$ cat src/rtl/seg7_pkg.sv
`default_nettype none
// ============================================================================
// Package  : seg7_pkg
// Brief    : Shared seven-segment definitions: the active-low glyph table for
//            hex digits 0-F and the all-dark segment pattern.
// Revision : 1.0 - initial release
// ============================================================================
package seg7_pkg;

    typedef logic [6:0] seg_t;

    // Segment order is {a,b,c,d,e,f,g}; a 0 lights the segment
    localparam seg_t SEG_OFF = 7'b1111111;

    // Entry n is the glyph for nibble n (leftmost entry is F)
    localparam logic [15:0][6:0] GLYPH_TABLE = {
        7'b0111000,  // F
        7'b0110000,  // E
        7'b1000010,  // d
        7'b0110001,  // C
        7'b1100000,  // b
        7'b0001000,  // A
        7'b0000100,  // 9
        7'b0000000,  // 8
        7'b0001111,  // 7
        7'b0100000,  // 6
        7'b0100100,  // 5
        7'b1001100,  // 4
        7'b0000110,  // 3
        7'b0010010,  // 2
        7'b1001111,  // 1
        7'b0000001   // 0
    };

    function automatic seg_t glyph(input logic [3:0] nibble);
        return GLYPH_TABLE[nibble];
    endfunction

endpackage
`default_nettype wire

$ cat src/rtl/display_refresh_timer.sv
`default_nettype none
// ============================================================================
// Module   : display_refresh_timer
// Brief    : Slot prescaler plus digit-index counter for a multiplexed
//            display. tc marks the last cycle of a slot; frame_wrap marks that
//            the scan sits in the final digit slot (tc & frame_wrap = wrap).
// Revision : 1.0 - initial release
// ============================================================================
module display_refresh_timer #(
    parameter int REFRESH_DIV = 100000,
    parameter int NUM_DIGITS  = 4
) (
    input  logic                          clk,
    input  logic                          reset,
    output logic [$clog2(REFRESH_DIV)-1:0] count,
    output logic [$clog2(NUM_DIGITS)-1:0]  index,
    output logic                          tc,
    output logic                          frame_wrap
);
    import seg7_pkg::*;

    localparam int CNT_W = $clog2(REFRESH_DIV);
    localparam int IDX_W = $clog2(NUM_DIGITS);

    localparam logic [CNT_W-1:0] c_CNT_LAST = CNT_W'(REFRESH_DIV - 1);
    localparam logic [IDX_W-1:0] c_IDX_LAST = IDX_W'(NUM_DIGITS - 1);

    logic [CNT_W-1:0] r_count;
    logic [IDX_W-1:0] r_index;
    logic             w_tc;

    assign w_tc = (r_count == c_CNT_LAST);

    // Prescaler wraps every REFRESH_DIV cycles; index steps on each wrap and
    // is compared explicitly so non-power-of-2 digit counts never overrun
    always_ff @(posedge clk) begin
        if (reset) begin
            r_count <= '0;
            r_index <= '0;
        end else if (w_tc) begin
            r_count <= '0;
            r_index <= (r_index == c_IDX_LAST) ? '0 : r_index + 1'b1;
        end else begin
            r_count <= r_count + 1'b1;
        end
    end

    assign count      = r_count;
    assign index      = r_index;
    assign tc         = w_tc;
    assign frame_wrap = (r_index == c_IDX_LAST);

endmodule
`default_nettype wire

$ cat src/rtl/hex_display_mux.sv
`default_nettype none
// ============================================================================
// Module   : hex_display_mux
// Brief    : Time-multiplexed N-digit hex driver for common-anode seven-segment
//            displays with per-digit decimal point, blanking and optional
//            leading-zero suppression. Inputs are snapshotted once per frame.
// Revision : 1.0 - initial release
// ============================================================================
module hex_display_mux #(
    parameter int NUM_DIGITS  = 4,
    parameter int REFRESH_DIV = 100000,
    parameter int GUARD       = 2
) (
    input  logic                    clk,
    input  logic                    reset,
    input  logic [4*NUM_DIGITS-1:0] value,
    input  logic [NUM_DIGITS-1:0]   dp,
    input  logic [NUM_DIGITS-1:0]   blank,
    input  logic                    lz_suppress,
    output logic [6:0]              abcdefg,
    output logic                    dp_n,
    output logic [NUM_DIGITS-1:0]   an,
    output logic                    frame_start
);
    import seg7_pkg::*;

    localparam int CNT_W = $clog2(REFRESH_DIV);
    localparam int IDX_W = $clog2(NUM_DIGITS);

    logic [CNT_W-1:0]        w_count;
    logic [IDX_W-1:0]        w_index;
    logic                    w_tc;
    logic                    w_last_slot;
    logic                    w_snap_load;
    logic                    w_guard;

    logic [4*NUM_DIGITS-1:0] r_snap_value;
    logic [NUM_DIGITS-1:0]   r_snap_dp;
    logic [NUM_DIGITS-1:0]   r_snap_blank;
    logic                    r_snap_lz;

    logic                    w_zero_above;
    logic [NUM_DIGITS-1:0]   w_supp;
    logic [3:0]              w_nibble;
    logic                    w_sel_dp;
    logic                    w_sel_blank;
    logic                    w_sel_supp;
    logic [6:0]              w_seg_next;
    logic                    w_dpn_next;
    logic [NUM_DIGITS-1:0]   w_an_next;

    logic [6:0]              r_abcdefg;
    logic                    r_dp_n;
    logic [NUM_DIGITS-1:0]   r_an;
    logic                    r_frame_start;

    display_refresh_timer #(
        .REFRESH_DIV (REFRESH_DIV),
        .NUM_DIGITS  (NUM_DIGITS)
    ) u_timer (
        .clk        (clk),
        .reset      (reset),
        .count      (w_count),
        .index      (w_index),
        .tc         (w_tc),
        .frame_wrap (w_last_slot)
    );

    // A new frame begins when the last slot of the last digit expires
    assign w_snap_load = w_tc & w_last_slot;

    // Anti-ghosting window at the head of each slot keeps all anodes off
    generate
        if (GUARD == 0) begin : g_no_guard
            assign w_guard = 1'b0;
        end else begin : g_guard
            assign w_guard = (w_count < CNT_W'(GUARD));
        end
    endgenerate

    // Capture inputs once per frame; reset loads an all-blank snapshot so the
    // first frame is dark
    always_ff @(posedge clk) begin
        if (reset) begin
            r_snap_value <= '0;
            r_snap_dp    <= '0;
            r_snap_blank <= '1;
            r_snap_lz    <= 1'b0;
        end else if (w_snap_load) begin
            r_snap_value <= value;
            r_snap_dp    <= dp;
            r_snap_blank <= blank;
            r_snap_lz    <= lz_suppress;
        end
    end

    // Digit k is a leading zero when it and every higher nibble are zero;
    // digit 0 is never suppressed so a zero value still shows "0"
    always_comb begin
        w_zero_above = 1'b1;
        w_supp       = '0;
        for (int k = NUM_DIGITS - 1; k >= 1; k--) begin
            w_zero_above = w_zero_above & (r_snap_value[4*k +: 4] == 4'h0);
            w_supp[k]    = r_snap_lz & w_zero_above;
        end
    end

    // Pick the snapshot fields of the digit currently being scanned
    always_comb begin
        w_nibble    = 4'h0;
        w_sel_dp    = 1'b0;
        w_sel_blank = 1'b0;
        w_sel_supp  = 1'b0;
        for (int i = 0; i < NUM_DIGITS; i++) begin
            if (w_index == IDX_W'(i)) begin
                w_nibble    = r_snap_value[4*i +: 4];
                w_sel_dp    = r_snap_dp[i];
                w_sel_blank = r_snap_blank[i];
                w_sel_supp  = w_supp[i];
            end
        end
    end

    // Segment priority: forced blank, then leading-zero dark, then glyph
    always_comb begin
        w_seg_next = glyph(w_nibble);
        w_dpn_next = ~w_sel_dp;
        if (w_sel_blank) begin
            w_seg_next = SEG_OFF;
            w_dpn_next = 1'b1;
        end else if (w_sel_supp) begin
            w_seg_next = SEG_OFF;
        end
    end

    // One anode low for the scanned digit, none during the guard window
    always_comb begin
        w_an_next = '1;
        for (int i = 0; i < NUM_DIGITS; i++) begin
            if (!w_guard && (w_index == IDX_W'(i))) begin
                w_an_next[i] = 1'b0;
            end
        end
    end

    // Register all pin-facing outputs
    always_ff @(posedge clk) begin
        if (reset) begin
            r_abcdefg     <= SEG_OFF;
            r_dp_n        <= 1'b1;
            r_an          <= '1;
            r_frame_start <= 1'b0;
        end else begin
            r_abcdefg     <= w_seg_next;
            r_dp_n        <= w_dpn_next;
            r_an          <= w_an_next;
            r_frame_start <= w_snap_load;
        end
    end

    assign abcdefg     = r_abcdefg;
    assign dp_n        = r_dp_n;
    assign an          = r_an;
    assign frame_start = r_frame_start;

endmodule
`default_nettype wire

$ cat config.mk
export PLATFORM = sky130hd
export DESIGN_NAME = hex_display_mux
export DESIGN_NICKNAME = d
export VERILOG_FILES = /design/src/rtl/seg7_pkg.sv /design/src/rtl/display_refresh_timer.sv /design/src/rtl/hex_display_mux.sv
export SDC_FILE = /design/constraint.sdc
export NUM_CORES = 1
export LEC_CHECK = 0
export ABC_AREA = 1
export BUFFER_PORTS_ARGS = -buffer_cell sky130_fd_sc_hd__buf_2
export CAP_MARGIN = 20
export CORE_MARGIN = 4
export CORE_UTILIZATION = 35
export CTS_CLUSTER_SIZE = 40
export DETAILED_ROUTE_END_ITERATION = 10
export PLACE_DENSITY = 0.59
export RECOVER_POWER = 50
export SLEW_MARGIN = 20
export SYNTH_ARGS = -nofsm -noshare
export SYNTH_HDL_FRONTEND = slang
export SYNTH_HIERARCHICAL = 1
export SYNTH_SLANG_ARGS = --single-unit
export TNS_END_PERCENT = 1
$ cat constraint.sdc
create_clock -name clk -period 3.4 [get_ports clk]
set_clock_uncertainty 0.2 [all_clocks]
set_input_delay 0.17 -clock clk [delete_from_list [all_inputs] [get_ports clk]]
set_output_delay 0.17 -clock clk [all_outputs]
set_load 0.03 [all_outputs]
==> results.yml, run 1 <==
cts:
  path_clk_slew_ns: 0.07
  cts_setup_buffers: 0
  numCtsBuffers: 9
  clk_latency_ns: 0.34
  max-clock-path-buffers: 2
  cts_root_buffer: "clkbuf_8"
  cts.sinks: 57
  cts_tree: "built"
  htree_num_levels: 3
grt:
  grt_use_total_pct: 14.66
  grt_pass1_vias: 2416
  grt_max_degree: 31
  grt_overflow: 0
  grt_pass1_wl_um: 11320
  antenna_found_initial: 0
critical_path:
  cp-start-kind: "register"
  crit_arrival_ns: 2.62
  path_max_fanout: 17
  reg2reg_to: "u_timer/count[15]"
  reg2regPathDepth: 6
  cp_data_required_time_ns: 3.38
  r2r-start: "u_timer/count[1]"
  rrSetupSlack_ns: 0.75
  endpoint_kind: "register"
  path_class: "reg -> reg"
timing:
  worst_pin_slew_ns: 1.258
  grt_setup_unrepaired: "no"
  post-route-period-util_pct: 77.80
  hold_viol: 0
  period_needed_ns: 2.645
  timing.fmax_ghz: 0.3780
  slew_headroom_pct: 15.57
  slew_violations: 0
  fin_tns_setup_ns: 0
  finalSetupViolations: 0
logic_synthesis:
  ys_ff_latch: 57
  ys_types: 28
  synth_compound_gate_area_share_pct: 7.776
  syn_nets: 436
  synth_top_family_by_area: "simple AND/OR/NAND/NOR gates"
  synth-xor-area-share_pct: 3.183
  yosysSeqAreaShare_pct: 41.47
  syn_area_per_cell_um2: 6.861
  synth_simple_gate_area_share_pct: 37.61
  syn_area_um2: 2751
  synthAdderAreaFrac_pct: 3.638
  synthCells: 401
  ys_warn_count: 6
  synthMuxAreaShare_pct: 0
die:
  dieHeight_um: 96.66
  rows: 32
  core_area_um2: 7687
  io_pins: 40
  die_area_um2: 9343
  dieWidth_um: 96.66
  initial_core_util_pct: 35.79
detailed_routing:
  drt-wirelength-per-cell_um: 11.38
  wirelength_um: 6532
  drc_errors: 0
  met2_length_um: 2660
  top_layer_used: "met4"
  num_vias: 2625
  dr_wl_met3_um: 277
  viasPerCell: 4.573
  drt_pass1_iterations: 4
  wl_met1_um: 3509
  drtAntennaViolNets: 0
  drt-initial-drc-count: 176
pwr:
  peakVddDrop_mv: 0.1921
  swShare_pct: 21.61
  pwr_density_cell_nw_per_um2: 387.8
  p_clk_share_pct: 44.0
  p_comb_share_pct: 5.2
  total_power_mw: 1.329
  power_leakage_nw: 1.401
  seqPwrFrac_pct: 50.8
  p_switching_mw: 0.2872
  intPower_mw: 1.041
finish:
  nets: 503
  areaGrowthSynthToFinish_pct: 24.51
  diodes: 0
  fillers: 852
  drive_above_1_share_pct: 10.38
outcome:
  outcome: "complete, no violations"
place:
  io_buffers: 39
  finalWeightedCongestion: 0.8722
  dp_hpwl_um: 4720
run:
  maxCapViolCount: 0
worst_hold_path:
  hold_path.startpoint: "u_timer/count[0]"
  hp-class: "reg -> reg"
  hold_path_depth: 1
  min_to: "u_timer/count[0]"
metal layers:
metal,vias up,GRT usage [%]
met5,-,0
met1,1162,20.51
met4,0,6.803
li1,1410,-
met2,47,21.18
met3,6,3.533
power groups by stage:
stage	clock network (mW)	registers, mW	logic (mW)
after CTS	0.603	0.675	0.0709
after global placement	0	0.690	0.0478
after global routing	0.627	0.675	0.0789
after detailed placement	0	0.690	0.0478
final	0.584	0.675	0.0689
after floorplan	0	0.692	0.0232
critical path: stages, from the launching register on:
cell and delay, ns:
dfxtp_1 0.37, ha_1 0.21, nand2_2 0.07, nor2_1 0.36
nand3_1 0.16, o21ai_1 0.99, nor2_1 0.12
logic make-up after synthesis:
group	after synthesis
AOI/OAI and AO/OA	39
buffers and inverters	42
DFF	57
and+or+nand+nor	245
xor gates and xnor gates	10
adders and majority gates	8
sequential cells by signal (all words and copies together), names as in the netlist:
| name | count |
|---|---|
| u_timer/index | 2 |
| r_snap_lz | 1 |
| dp_n | 1 |
| u_timer/count | 17 |
| abcdefg | 7 |
| r_snap_value | 16 |
| r_snap_dp | 4 |
| r_snap_blank | 4 |
| frame_start | 1 |
| an | 4 |
synthesized netlist by cell type, drive strengths merged:
master | number | share of area (%)
o211ai | 1 | 0.27
o21bai | 2 | 0.55
xnor2 | 2 | 0.64
nand4 | 7 | 1.6
nand2 | 95 | 13
o21ai | 29 | 5.7
buf | 4 | 1.1
nand3 | 42 | 7.8
nor3 | 1 | 0.18
nor4 | 2 | 0.45
xor2 | 8 | 2.5
nand3b | 1 | 0.27
a21oi | 7 | 1.3
inv | 31 | 4.2
or2 | 2 | 0.45
dfxtp | 57 | 41
ha | 8 | 3.6
clkbuf | 7 | 0.96
nor2 | 95 | 14
repair_timing:
action / in CTS / in global routing
hold endpoints to repair: 26 / 0
gates resized for setup: 0 / 0
hold buffers: 26 / 0
how the worst max path moves through the flow:
| stage | startpoint | end | slack, ns |
|---|---|---|---|
| 6_report | u_timer/count[1] | u_timer/count[15] | 0.75 |
| 3_3_place_gp | u_timer/index[0] | abcdefg[3] | 1.14 |
| 4_1_cts | u_timer/index[0] | abcdefg[3] | 1.11 |
| 2_1_floorplan | u_timer/count[0] | r_snap_blank[1] | 1.46 |
| 5_1_grt | u_timer/count[0] | u_timer/count[10] | 0.53 |
| 3_5_place_dp | u_timer/index[0] | abcdefg[3] | 1.10 |
final cells by class:
type | instances | area, µm² | area share (%)
Sequential cell | 57 | 1141 | 33.31
Tap cell | 102 | 127.6 | 3.725
Timing Repair Buffer | 67 | 454.2 | 13.26
Multi-Input combinational cell | 302 | 1410 | 41.16
Inverter | 31 | 116.4 | 3.397
Clock inverter | 4 | 45.04 | 1.315
Clock buffer | 11 | 131.4 | 3.835
layout by cell type (no fill, tap or decap), types with 2 or more instances in the layout:
cell,n
a21oi_1,7
buf_2,26
buf_4,2
clkbuf_1,15
clkbuf_8,9
clkinv_2,3
dfxtp_1,57
dlygate4sd3_1,26
ha_1,8
inv_1,29
inv_2,2
nand2_1,93
nand2_2,2
nand3_1,42
nand4_1,7
nor2_1,93
nor4_1,2
o21ai_0,27
o21ai_1,2
o21bai_1,2
or2_2,2
xnor2_1,2
xor2_1,8
per-stage QoR:
stage          std cells  hold slack, ns  setup slack (ns)  utilization [%]  cell area [µm²]
5_1_grt              574          0.2963            0.5340            44.56             3426
3_3_place_gp         533          0.1821             1.137            39.44             3032
3_5_place_dp         533          0.1865             1.105            39.44             3032
6_report             574          0.2602            0.7548            44.56             3426
4_1_cts              574          0.2671             1.109            45.12             3468
2_1_floorplan        401         0.04238             1.463                -             2751
Note: power is estimated with default switching activity, not from simulation.
==> run 2, diff against run 1 <==
==> constraint.sdc (replaced) <==
create_clock -name clk -period 2.65 [get_ports clk]
set_clock_uncertainty 0.2 [all_clocks]
set_input_delay 0.1325 -clock clk [delete_from_list [all_inputs] [get_ports clk]]
set_output_delay 0.1325 -clock clk [all_outputs]
set_load 0.03 [all_outputs]
==> run 2 against run 1 <==
Net effect: clock power rose by 27%; combinational power rose by 28%; count of clock-buffer cells in the layout rose by 1; first-iteration DRC count fell by 9.7%; sequential power rose by 28%; die area did not move; register-to-register slack got worse by 0.46 ns; largest power group unchanged.
==> results.yml, run 2 (synthesis gave the netlist of run 1 again) <==
outcome:
  outcome: "complete, no violations"
worst_hold_path:
  hp-class: "reg -> reg"
  hold_path.startpoint: "r_snap_dp[3]"
  min_to: "r_snap_dp[3]"
  hold_path_depth: 2
cts:
  ctsHoldBuffers: 26
  cts_tree: "built"
  path_clk_slew_ns: 0.07
  htree_num_levels: 3
  cts.sinks: 57
  cts_setup_buffers: 0
  numCtsBuffers: 9
  cts_root_buffer: "clkbuf_8"
  clk_latency_ns: 0.34
  post_cts_resized: 0
  max-clock-path-buffers: 2
place:
  io_buffers: 39
  placed_area_um2: 3054
  finalWeightedCongestion: 0.8787
  pre_cts_ws_ns: 0.2481
  dp_hpwl_um: 4763
  dp.cells: 536
finish:
  layout_common_cells: "nand2_1 (94), nor2_1 (91), dfxtp_1 (57)"
  drive_above_1_share_pct: 11.58
  nets: 506
  final_area_um2: 3465
  final_common_cell: "nand2_1"
  largest_reg_flops: 17
  stdcell_count: 577
  areaGrowthSynthToFinish_pct: 25.92
  diodes: 0
timing:
  timing.fmax_ghz: 0.4242
  whs_ns: 0.2610
  finalSetupViolations: 0
  slew_violations: 0
  worst_pin_slew_ns: 0.7162
  finalWorstSetupSlack_ns: 0.2928
  grt_setup_unrepaired: "no"
  period_needed_ns: 2.357
  hold_viol: 0
  fin_tns_setup_ns: 0
  slew_headroom_pct: 52.24
  post-route-period-util_pct: 88.95
grt:
  grt_overflow: 0
  grt_pass1_vias: 2566
  antenna_found_initial: 0
  grt_pass1_wl_um: 11880
  grt_use_total_pct: 15.29
  grt_max_degree: 30
critical_path:
  path_max_fanout: 18
  cp_data_required_time_ns: 2.67
  endpoint_kind: "register"
  reg2reg_to: "r_snap_dp[2]"
  crit_arrival_ns: 2.38
  cp-start-kind: "register"
  r2r-start: "u_timer/count[0]"
  rrSetupSlack_ns: 0.29
  path_class: "reg -> reg"
  reg2regPathDepth: 9
pwr:
  power_leakage_nw: 1.420
  peakVddDrop_mv: 0.1752
  pwr_density_cell_nw_per_um2: 488.7
detailed_routing:
  drc_errors: 0
  drtAntennaViolNets: 0
  num_vias: 2695
  drt-initial-drc-count: 159
  viasPerCell: 4.671
  drt_pass1_iterations: 4
  wirelength_um: 6565
  drt-wirelength-per-cell_um: 11.38
die:
  rows: 32
  initial_core_util_pct: 35.79
  core_area_um2: 7687
  io_pins: 40
  dieHeight_um: 96.66
  dieWidth_um: 96.66
  die_area_um2: 9343
run:
  maxCapViolCount: 0
-- run 2: changes by cell type in the layout (fill, tap and decap cells not counted), sizes merged --
cell	previous run	this run
buf	28	30
bufinv	1	0
clkbuf	24	26
-- run 2: power breakdown --
| part | total, mW | switching [mW] | leakage, nW | internal, mW |
|---|---|---|---|---|
| Sequential | 0.866 | 0.00435 | 0.460 | 0.862 |
| Clock | 0.739 | 0.333 | 0.0980 | 0.405 |
| Combinational | 0.0881 | 0.0383 | 0.862 | 0.0498 |
| Total | 1.69 | 0.376 | 1.42 | 1.32 |
-- run 2: layout make-up --
type	count	area, µm²
fill	801	4223
multi-input combinational	302	1426
sequential	57	1141
timing repair buffer	70	473.0
clock buffer	12	165.2
tap	102	127.6
inverter	31	116.4
clock inverter	3	15.01
-- run 2: worst max-delay path: stages (launching register included) --
cell	delay, ns
dfxtp_1	0.37
ha_1	0.19
nand2_1	0.11
nor2_4	0.19
nand3_2	0.11
nor2_1	0.20
nand2_1	0.33
buf_4	0.31
o21ai_0	0.17
nor2_1	0.06
-- run 2: worst max-delay path by stage --
stage / from / to / slack [ns] / cells after the start
global route: u_timer/count[1] / r_snap_value[12] / 0.002 / 9
global placement: u_timer/count[0] / r_snap_lz / 0.37 / 9
finish: u_timer/count[0] / r_snap_dp[2] / 0.29 / 9
CTS: u_timer/count[0] / r_snap_dp[2] / 0.22 / 9
floorplan: u_timer/count[0] / r_snap_blank[1] / 0.71 / 9
detailed placement: u_timer/count[0] / r_snap_dp[2] / 0.25 / 9
-- run 2: through the flow --
stage | utilization, % | power [mW]
2_1_floorplan | - | 0.9175
3_3_place_gp | 39.73 | 0.9456
3_5_place_dp | 39.73 | 0.9464
4_1_cts | 45.46 | 1.724
5_1_grt | 45.07 | 1.764
6_report | 45.07 | 1.693
-- run 2: metal layers --
| layer | share of wire (%) | vias to the layer above | global-route usage (%) | wire length [µm] |
|---|---|---|---|---|
| met2 | 43 | 70 | 23.51 | 2812 |
| li1 | - | 1427 | - | - |
| met5 | 0 | - | 0 | 0 |
| met4 | 1.0 | 0 | 6.587 | 68 |
| met3 | 5.6 | 6 | 4.326 | 368 |
| met1 | 51 | 1192 | 20.02 | 3316 |
==> run 3, diff against run 2 <==
--- a/config.mk
+++ b/config.mk
@@ -6,7 +6,7 @@
 export NUM_CORES = 1
 export LEC_CHECK = 0
 export ABC_AREA = 1
-export BUFFER_PORTS_ARGS = -buffer_cell sky130_fd_sc_hd__buf_2
+export BUFFER_PORTS_ARGS = -buffer_cell sky130_fd_sc_hd__clkbuf_2
 export CAP_MARGIN = 20
 export CORE_MARGIN = 4
 export CORE_UTILIZATION = 35
==> run 3 against run 2 <==
Net effect: via count fell by 0.71%; first-iteration DRC count rose by 22%; die area did not move; register-to-register slack got worse by 0.06 ns; global-route usage rose by 0.18 points; critical endpoint is now r_snap_value[15].
==> results.yml, run 3 (synthesis gave the netlist of run 1 again) <==
outcome:
  outcome: "complete, no violations"
timing:
  period_needed_ns: 2.417
  slew_violations: 0
  post-route-period-util_pct: 91.22
  grt_setup_unrepaired: "no"
  timing.fmax_ghz: 0.4137
  hold_viol: 0
  slew_headroom_pct: 50.56
  fin_tns_setup_ns: 0
  finalSetupViolations: 0
  worst_pin_slew_ns: 0.7415
finish:
  nets: 506
  largest_reg_flops: 17
  seqCellArea_um2: 1141
  multi_input_area_um2: 1424
  final_area_um2: 3490
  fin_util_pct: 45.39
  diodes: 0
  layout_common_cells: "nand2_1 (94), nor2_1 (92), dfxtp_1 (57)"
  drive_above_1_share_pct: 10.92
  final_common_cell: "nand2_1"
  areaGrowthSynthToFinish_pct: 26.83
  fillers: 834
cts:
  clk_latency_ns: 0.34
  cts_root_buffer: "clkbuf_8"
  htree_num_levels: 3
  numCtsBuffers: 9
  max-clock-path-buffers: 2
  cts_tree: "built"
  cts.sinks: 57
  path_clk_slew_ns: 0.06
pwr:
  pwr_density_cell_nw_per_um2: 516.7
  peakVddDrop_mv: 0.2443
  power_leakage_nw: 1.435
critical_path:
  r2r-start: "u_timer/count[1]"
  crit_arrival_ns: 2.45
  path_max_fanout: 18
  cp-start-kind: "register"
  path_class: "reg -> reg"
  critPathLaunch: "u_timer/count[1]"
  endpoint_kind: "register"
  cp_data_required_time_ns: 2.68
detailed_routing:
  drt-initial-drc-count: 194
  num_vias: 2676
  viasPerCell: 4.630
  wirelength_um: 6697
  drt_pass1_iterations: 4
  drc_errors: 0
  drtAntennaViolNets: 0
  drt-wirelength-per-cell_um: 11.59
place:
  finalWeightedCongestion: 0.8890
  io_buffers: 39
  dp_hpwl_um: 4796
  placed_area_um2: 3054
die:
  io_pins: 40
  dieWidth_um: 96.66
  rows: 32
  dieHeight_um: 96.66
  core_area_um2: 7687
  initial_core_util_pct: 35.79
  die_area_um2: 9343
grt:
  grt_pass1_wl_um: 11890
  grt_overflow: 0
  grt_use_total_pct: 15.48
  grt_pass1_vias: 2543
  grt_max_degree: 30
  antenna_found_initial: 0
run:
  maxCapViolCount: 0
worst_hold_path:
  hold_path.startpoint: "r_snap_dp[3]"
  hp-class: "reg -> reg"
## run 3: cell types whose count changed in the layout (fill, tap and decap cells not counted), sizes merged
cell,before,now
buf,30,4
bufinv,0,1
clkbuf,26,54
clkinv,3,1
## run 3: stage by stage
| step | std cells | worst slack [ns] | total power, mW | hold WS [ns] |
|---|---|---|---|---|
| after floorplan | 401 | 0.7125 | 0.9175 | 0.004883 |
| after global placement | 536 | 0.3559 | 0.9457 | 0.1422 |
| after detailed placement | 536 | 0.2423 | 0.9467 | 0.1574 |
| after CTS | 578 | 0.2225 | 1.828 | 0.2625 |
| after global routing | 578 | 0.01256 | 1.882 | 0.2820 |
| final | 578 | 0.2326 | 1.803 | 0.2594 |
## run 3: power breakdown
| part | total (mW) | internal [mW] | leakage, nW | switching (mW) |
|---|---|---|---|---|
| sequential | 0.867 | 0.862 | 0.460 | 0.00451 |
| combinational | 0.0889 | 0.0499 | 0.868 | 0.0389 |
| clock | 0.848 | 0.510 | 0.107 | 0.337 |
## run 3: per-layer routing
metal	vias to the layer above	global-route usage, %	wire, µm
li1	1424	-	-
met1	1171	20.31	3237
met2	69	22.82	2927
met3	12	4.542	397
met4	0	8.207	134
met5	-	0	0
## run 3: worst max-delay path, stage by stage (launching register included)
cell	delay, ns
dfxtp_1	0.37
ha_1	0.20
nand2_1	0.11
nor2_4	0.18
nand3_2	0.11
nor2_1	0.20
nand2_1	0.34
buf_4	0.31
o21ai_0	0.20
a21oi_1	0.06
## run 3: path summary, 6_finish.rpt
path / endpoint / slack (ns) / cells past startpoint
max: r_snap_value[15] / 0.23 / 9
min: r_snap_dp[3] / 0.26 / 2
max reg2reg: r_snap_value[15] / 0.23 / 9
min reg2reg: r_snap_dp[3] / 0.26 / 2
## run 3: cell type report
cell class | count | share of cell area, %
flip-flops and latches | 57 | 32.70
well taps | 102 | 3.657
repair buffers | 70 | 13.55
inverters | 31 | 3.335
multi-input cells | 302 | 40.80
clock inverters | 2 | 1.004
clock buffers | 14 | 4.948
## run 3: what timing repair did
item / 4_1_cts / 5_1_grt
resized for setup: 0 / 0
endpoints found under the hold margin: 29 / 0
buffers inserted: 0 / 0
hold buffers: 26 / 0
